`config.mk`:
```
export PLATFORM = sky130hd
export DESIGN_NAME = rst_chk_window_ctrl
export DESIGN_NICKNAME = d
export VERILOG_FILES = /design/src/rtl/rst_chk_window_ctrl_pkg.sv /design/src/rtl/rst_chk_window_ctrl_sat_counter.sv /design/src/rtl/rst_chk_window_ctrl.sv
export SDC_FILE = /design/constraint.sdc
export NUM_CORES = 1
export LEC_CHECK = 0
export CAP_MARGIN = 20
export CORE_MARGIN = 2
export CORE_UTILIZATION = 30
export DETAILED_ROUTE_END_ITERATION = 12
export PLACE_DENSITY = 0.55
export SLEW_MARGIN = 10
export SYNTH_ARGS = -nofsm -noshare
export SYNTH_HDL_FRONTEND = slang
export SYNTH_SLANG_ARGS = --single-unit
```
`constraint.sdc`:
```
create_clock -name clk -period 2.2 [get_ports clk]
set_clock_uncertainty 0.15 [all_clocks]
set_input_delay 0.44 -clock clk [delete_from_list [all_inputs] [get_ports clk]]
set_output_delay 0.44 -clock clk [all_outputs]
set_load 0.005 [all_outputs]
```
`src/rtl/rst_chk_window_ctrl_pkg.sv`:
```
// Shared state encoding and default timing for the reset/check window controller.
// Latency and flow control are defined by the modules that import this package.
package chk_pkg;

  typedef enum logic [1:0] {
    ST_RESET  = 2'd0,
    ST_HOLD   = 2'd1,
    ST_SETTLE = 2'd2,
    ST_ACTIVE = 2'd3
  } chk_state_e;

  localparam int DEF_HOLD_CYC   = 4;
  localparam int DEF_SETTLE_CYC = 2;

endpackage

```
`src/rtl/rst_chk_window_ctrl_sat_counter.sv`:
```
// Saturating up-counter with a synchronous clear that takes priority over the increment.
// Latency: the count updates one cycle after inc is seen; no backpressure, it sticks at all-ones.
module sat_counter #(
  parameter int W = 16
) (
  input  logic         clk,
  input  logic         clr,
  input  logic         inc,
  output logic [W-1:0] cnt
);

  always_ff @(posedge clk) begin
    if (clr) begin
      cnt <= '0;
    end else if (inc && (cnt != {W{1'b1}})) begin
      cnt <= cnt + W'(1);
    end
  end

endmodule

```
`src/rtl/rst_chk_window_ctrl.sv`:
```
// Sequences downstream reset through hold/settle windows, then gates checking and scores sig_in vs exp_val.
// Latency: statistics update one cycle after the sample edge; no backpressure, every active cycle is sampled.
module rst_chk_window_ctrl
  import chk_pkg::*;
#(
  parameter int HOLD_CYC   = DEF_HOLD_CYC,
  parameter int SETTLE_CYC = DEF_SETTLE_CYC,
  parameter int CNT_W      = 16,
  parameter int TS_W       = 32
) (
  input  logic             clk,
  input  logic             rst,
  input  logic             rst_req,
  input  logic             sig_in,
  input  logic             exp_val,
  output logic             rst_n_out,
  output logic             chk_en,
  output logic [1:0]       state,
  output logic [CNT_W-1:0] pass_cnt,
  output logic [CNT_W-1:0] fail_cnt,
  output logic             first_fail_vld,
  output logic [TS_W-1:0]  first_fail_cyc
);

  localparam int MAX_CYC = (HOLD_CYC > SETTLE_CYC) ? HOLD_CYC : SETTLE_CYC;
  localparam int CW      = $clog2(MAX_CYC + 1);
  localparam logic [CW-1:0] HOLD_LAST   = CW'(HOLD_CYC - 1);
  localparam logic [CW-1:0] SETTLE_LAST = CW'((SETTLE_CYC > 0) ? SETTLE_CYC - 1 : 0);

  chk_state_e      cur_state, nxt_state;
  logic [CW-1:0]   win_cnt, win_cnt_nxt;
  logic [TS_W-1:0] timestamp;
  logic            sample, pass_inc, fail_inc;

  always_ff @(posedge clk) begin
    if (rst) begin
      cur_state <= ST_RESET;
      win_cnt   <= '0;
    end else begin
      cur_state <= nxt_state;
      win_cnt   <= win_cnt_nxt;
    end
  end

  always_comb begin
    nxt_state   = cur_state;
    win_cnt_nxt = '0;
    rst_n_out   = 1'b0;
    chk_en      = 1'b0;
    case (cur_state)
      ST_SETTLE: rst_n_out = 1'b1;
      ST_ACTIVE: begin
        rst_n_out = 1'b1;
        chk_en    = 1'b1;
      end
      default: ;
    endcase
    // A soft request overrides any window in progress and restarts it from zero.
    if (rst_req) begin
      nxt_state = ST_RESET;
    end else begin
      case (cur_state)
        ST_RESET: nxt_state = ST_HOLD;
        ST_HOLD: begin
          if (win_cnt == HOLD_LAST) begin
            if (SETTLE_CYC == 0) nxt_state = ST_ACTIVE;
            else                 nxt_state = ST_SETTLE;
          end else begin
            win_cnt_nxt = win_cnt + CW'(1);
          end
        end
        ST_SETTLE: begin
          if (win_cnt == SETTLE_LAST) nxt_state = ST_ACTIVE;
          else                        win_cnt_nxt = win_cnt + CW'(1);
        end
        default: nxt_state = cur_state;
      endcase
    end
  end

  assign state = cur_state;

  // A sample coinciding with either reset source is dropped, matching disable-iff semantics.
  assign sample   = (cur_state == ST_ACTIVE) && !rst && !rst_req;
  assign pass_inc = sample && (sig_in == exp_val);
  assign fail_inc = sample && (sig_in != exp_val);

  sat_counter #(.W(CNT_W)) u_pass_cnt (
    .clk (clk),
    .clr (rst),
    .inc (pass_inc),
    .cnt (pass_cnt)
  );

  sat_counter #(.W(CNT_W)) u_fail_cnt (
    .clk (clk),
    .clr (rst),
    .inc (fail_inc),
    .cnt (fail_cnt)
  );

  always_ff @(posedge clk) begin
    if (rst) begin
      timestamp      <= '0;
      first_fail_vld <= 1'b0;
      first_fail_cyc <= '0;
    end else begin
      timestamp <= timestamp + TS_W'(1);
      if (fail_inc && !first_fail_vld) begin
        first_fail_vld <= 1'b1;
        first_fail_cyc <= timestamp;
      end
    end
  end

endmodule

```
==> flow_summary_export.csv <==
group,metric,value,unit
synth,synth_ff_type,"dfxtp_1",
floorplanning,die_w,129,um
detailed_routing,drc,0,
sta,setup_violations,0,
sta,worst_slack,0.0473,ns
cts,clk_latency,0.35,ns
synth,synth_top_area_share,43.5,%
floorplanning,core,0.0153,mm2
setup_path,cp_data_required_time,2.33,ns
global_route,grt_use_total,15.7,%
setup_path,reg2reg_depth,5,
synth,synthCells,558,
power_and_ir_drop,powerDensity,571,mW/mm2
detailed_routing,ant_nets,0,
global_route,grt_pass1_vias,4358,
sta,fmax,0.465,GHz
worst_hold_path,hp-class,"reg2reg",
power_and_ir_drop,leakage,2.02,nW
setup_path,arrival,2.28,ns
setup_path,timing.critical_path.from,"state[0]$_SDFFE_PP0P_",
setup_path,timing.rr.end,"u_pass_cnt.cnt[12]$_SDFFE_PP0P_",
floorplanning,ios,74,
worst_hold_path,holdCritStartpoint,"first_fail_cyc[28]$_SDFFE_PP0P_",
floorplanning,dieArea,0.0167,mm2
worst_hold_path,min_path_cells,2,
cts,cts_sinks,102,
cts,cts_hold_buf,0,
floorplanning,start_util,30.8,%
setup_path,endpoint_kind,"register",
floorplanning,rows,45,
sta,slew_viol_final,0,
cells_and_area,layout.nets,674,
detailed_routing,drtIter0Drc,274,
setup_path,cp-start-kind,"register",
power_and_ir_drop,ir_drop,0.374,mV
sta,period_needed,2.15,ns
detailed_routing,wirelength,12700,um
cells_and_area,drive_gt1_share,13.3,%
global_route,antenna_found_initial,0,
synth,synthDistinctLibCells,44,
floorplanning,die_h,129,um
run,maxCapViolCount,0,
synth,syn_area,0.00470,mm2
synth,yosysSeqAreaShare,43.5,%
synth,syn_nets,576,
synth,ys_ff_latch,102,
global_route,overflow,0,
cts,htree_levels,3,
cells_and_area,area_growth,35.6,%
setup_path,worst-path-max-fanout,6,
setup_path,critPathKind,"reg2reg",
global_route,grt_start_max_net_pins,96,
place,place_ws,-0.491,ns
synth,yosys.area.top_type,"dfxtp_1",
cts,clockRootBuffer,"clkbuf_16",
cts,cts.clk_slew.worst_paths,0.07,ns
synth,synthTopCellsByArea,"dfxtp_1, a21oi_1, o21ai_0",
sta,rsz0062_at_grt,"yes",
detailed_routing,first_pass_iters,5,
synth,synth_edf_count,0,
power_and_ir_drop,total_power,3.64,mW
setup_path,regToRegStartpoint,"state[0]$_SDFFE_PP0P_",
place,port_buffers,73,
place,gp_congestion,0.829,
setup_path,r2r_slack,0.05,ns
cells_and_area,final_cell_mix,"dfxtp_1, clkdlybuf4s50_1, a21oi_1",
cells_and_area,mostFrequentLayoutCell,"dfxtp_1",
global_route,grt_pass1_wl,21300,um
cts,cts_buffer_depth,2,
sta,finalHoldViolCount,0,
synth,avgSynthCellArea,8.42,um2
run_status,status,"finished clean",
sta,tightest_slew,0.619,ns
cts,numCtsBuffers,9,
cts,cts_tree,"yes",
detailed_routing,via_per_inst,5.26,
detailed_routing,vias,4587,
cells_and_area,antenna_cells,0,
worst_hold_path,holdPathEnd,"first_fail_cyc[28]$_SDFFE_PP0P_",
synth,async_flop_share,0,%
place,hpwl,8930,um
sta,slew_headroom,58.4,%
sta,fin_crit_sh,97.9,%
sta,fin_hold_ws,0.323,ns
detailed_routing,wl_per_cell,14.6,um
synth,yosys_warnings,0,
==> layer usage <==
layer	track usage [%]	routed length [um]
met4	6.97	238
met3	2.77	566
met1	21.9	6450
met5	0	0
met2	23.6	5460
==> synth_stat cells, types with 12 or more instances <==
cell type and number:
a21oi_1 70, clkbuf_1 30, dfxtp_1 102, ha_1 13, inv_1 15, nand2_1 53
nand3_1 27, nand4_1 22, nor2_1 25, o21ai_0 45, o31ai_1 22, or3_1 12
or4_1 24
==> layout make-up <==
| type | count | area (um2) |
|---|---|---|
| flip-flops and latches | 102 | 2050 |
| inverters | 15 | 56.3 |
| clock inverters | 3 | 42.5 |
| fillers | 1512 | 8890 |
| repair buffers | 120 | 1140 |
| clock buffers | 13 | 260 |
| multi-input cells | 408 | 2550 |
| well taps | 211 | 264 |
==> kinds of logic after synthesis <==
group                    synth area share (%)
multiplexers                             1.17
flip-flops                               43.5
XOR/XNOR                                 2.42
AND/OR/NAND/NOR                          24.9
buffers and inverters                    4.05
AO/OA/AOI/OAI                            20.5
adder cells (fa/ha/maj)                  3.46
==> worst max-delay path by stage <==
stage	cells past startpoint	endpoint	slack (ns)
detailed placement	6	u_pass_cnt.cnt[6]$_SDFFE_PP0P_	-0.49
global route	6	u_fail_cnt.cnt[13]$_SDFFE_PP0P_	-0.02
global placement	6	u_pass_cnt.cnt[8]$_SDFFE_PP0P_	-0.42
CTS	5	u_fail_cnt.cnt[6]$_SDFFE_PP0P_	0.008
floorplan	6	u_pass_cnt.cnt[10]$_SDFFE_PP0P_	0.02
finish	5	u_pass_cnt.cnt[12]$_SDFFE_PP0P_	0.05
==> power by group <==
| part | leakage (nW) | internal (mW) | total, mW | switching, mW |
|---|---|---|---|---|
| combinational | 1.05 | 0.0575 | 0.136 | 0.0788 |
| clock | 0.146 | 0.944 | 1.64 | 0.692 |
| sequential | 0.823 | 1.85 | 1.86 | 0.00926 |
| total | 2.02 | 2.86 | 3.64 | 0.781 |
==> critical path, stage by stage (launching register included) <==
cell and delay, ns:
dfxtp_4 0.36, ha_4 0.14, or3b_4 0.40, or3_4 0.38, or4_4 0.51, a21oi_1 0.14
==> flip-flops by register name (all words and copies together) (netlist names) <==
name            count
first_fail_cyc     32
timestamp          32
u_fail_cnt.cnt     16
u_pass_cnt.cnt     16
win_cnt             3
state               2
first_fail_vld      1
==> per-stage QoR <==
| step | instances | util (%) | setup TNS, ns | area, um2 |
|---|---|---|---|---|
| after floorplan | 558 | - | 0 | 4710 |
| after global placement | 855 | 39.3 | -16.92 | 5990 |
| after detailed placement | 855 | 39.3 | -18.07 | 5990 |
| after CTS | 871 | 41.3 | 0 | 6310 |
| after global routing | 872 | 41.7 | -0.0261 | 6370 |
| final | 872 | 41.7 | 0 | 6370 |
==> repair_timing <==
item,4_1_cts,5_1_grt
cloned,0,0
pin swaps,6,4
resized for setup,8,13
setup buffers,0,1
endpoints found under the setup margin,10,28
Note: power is estimated with default switching activity, not from simulation.
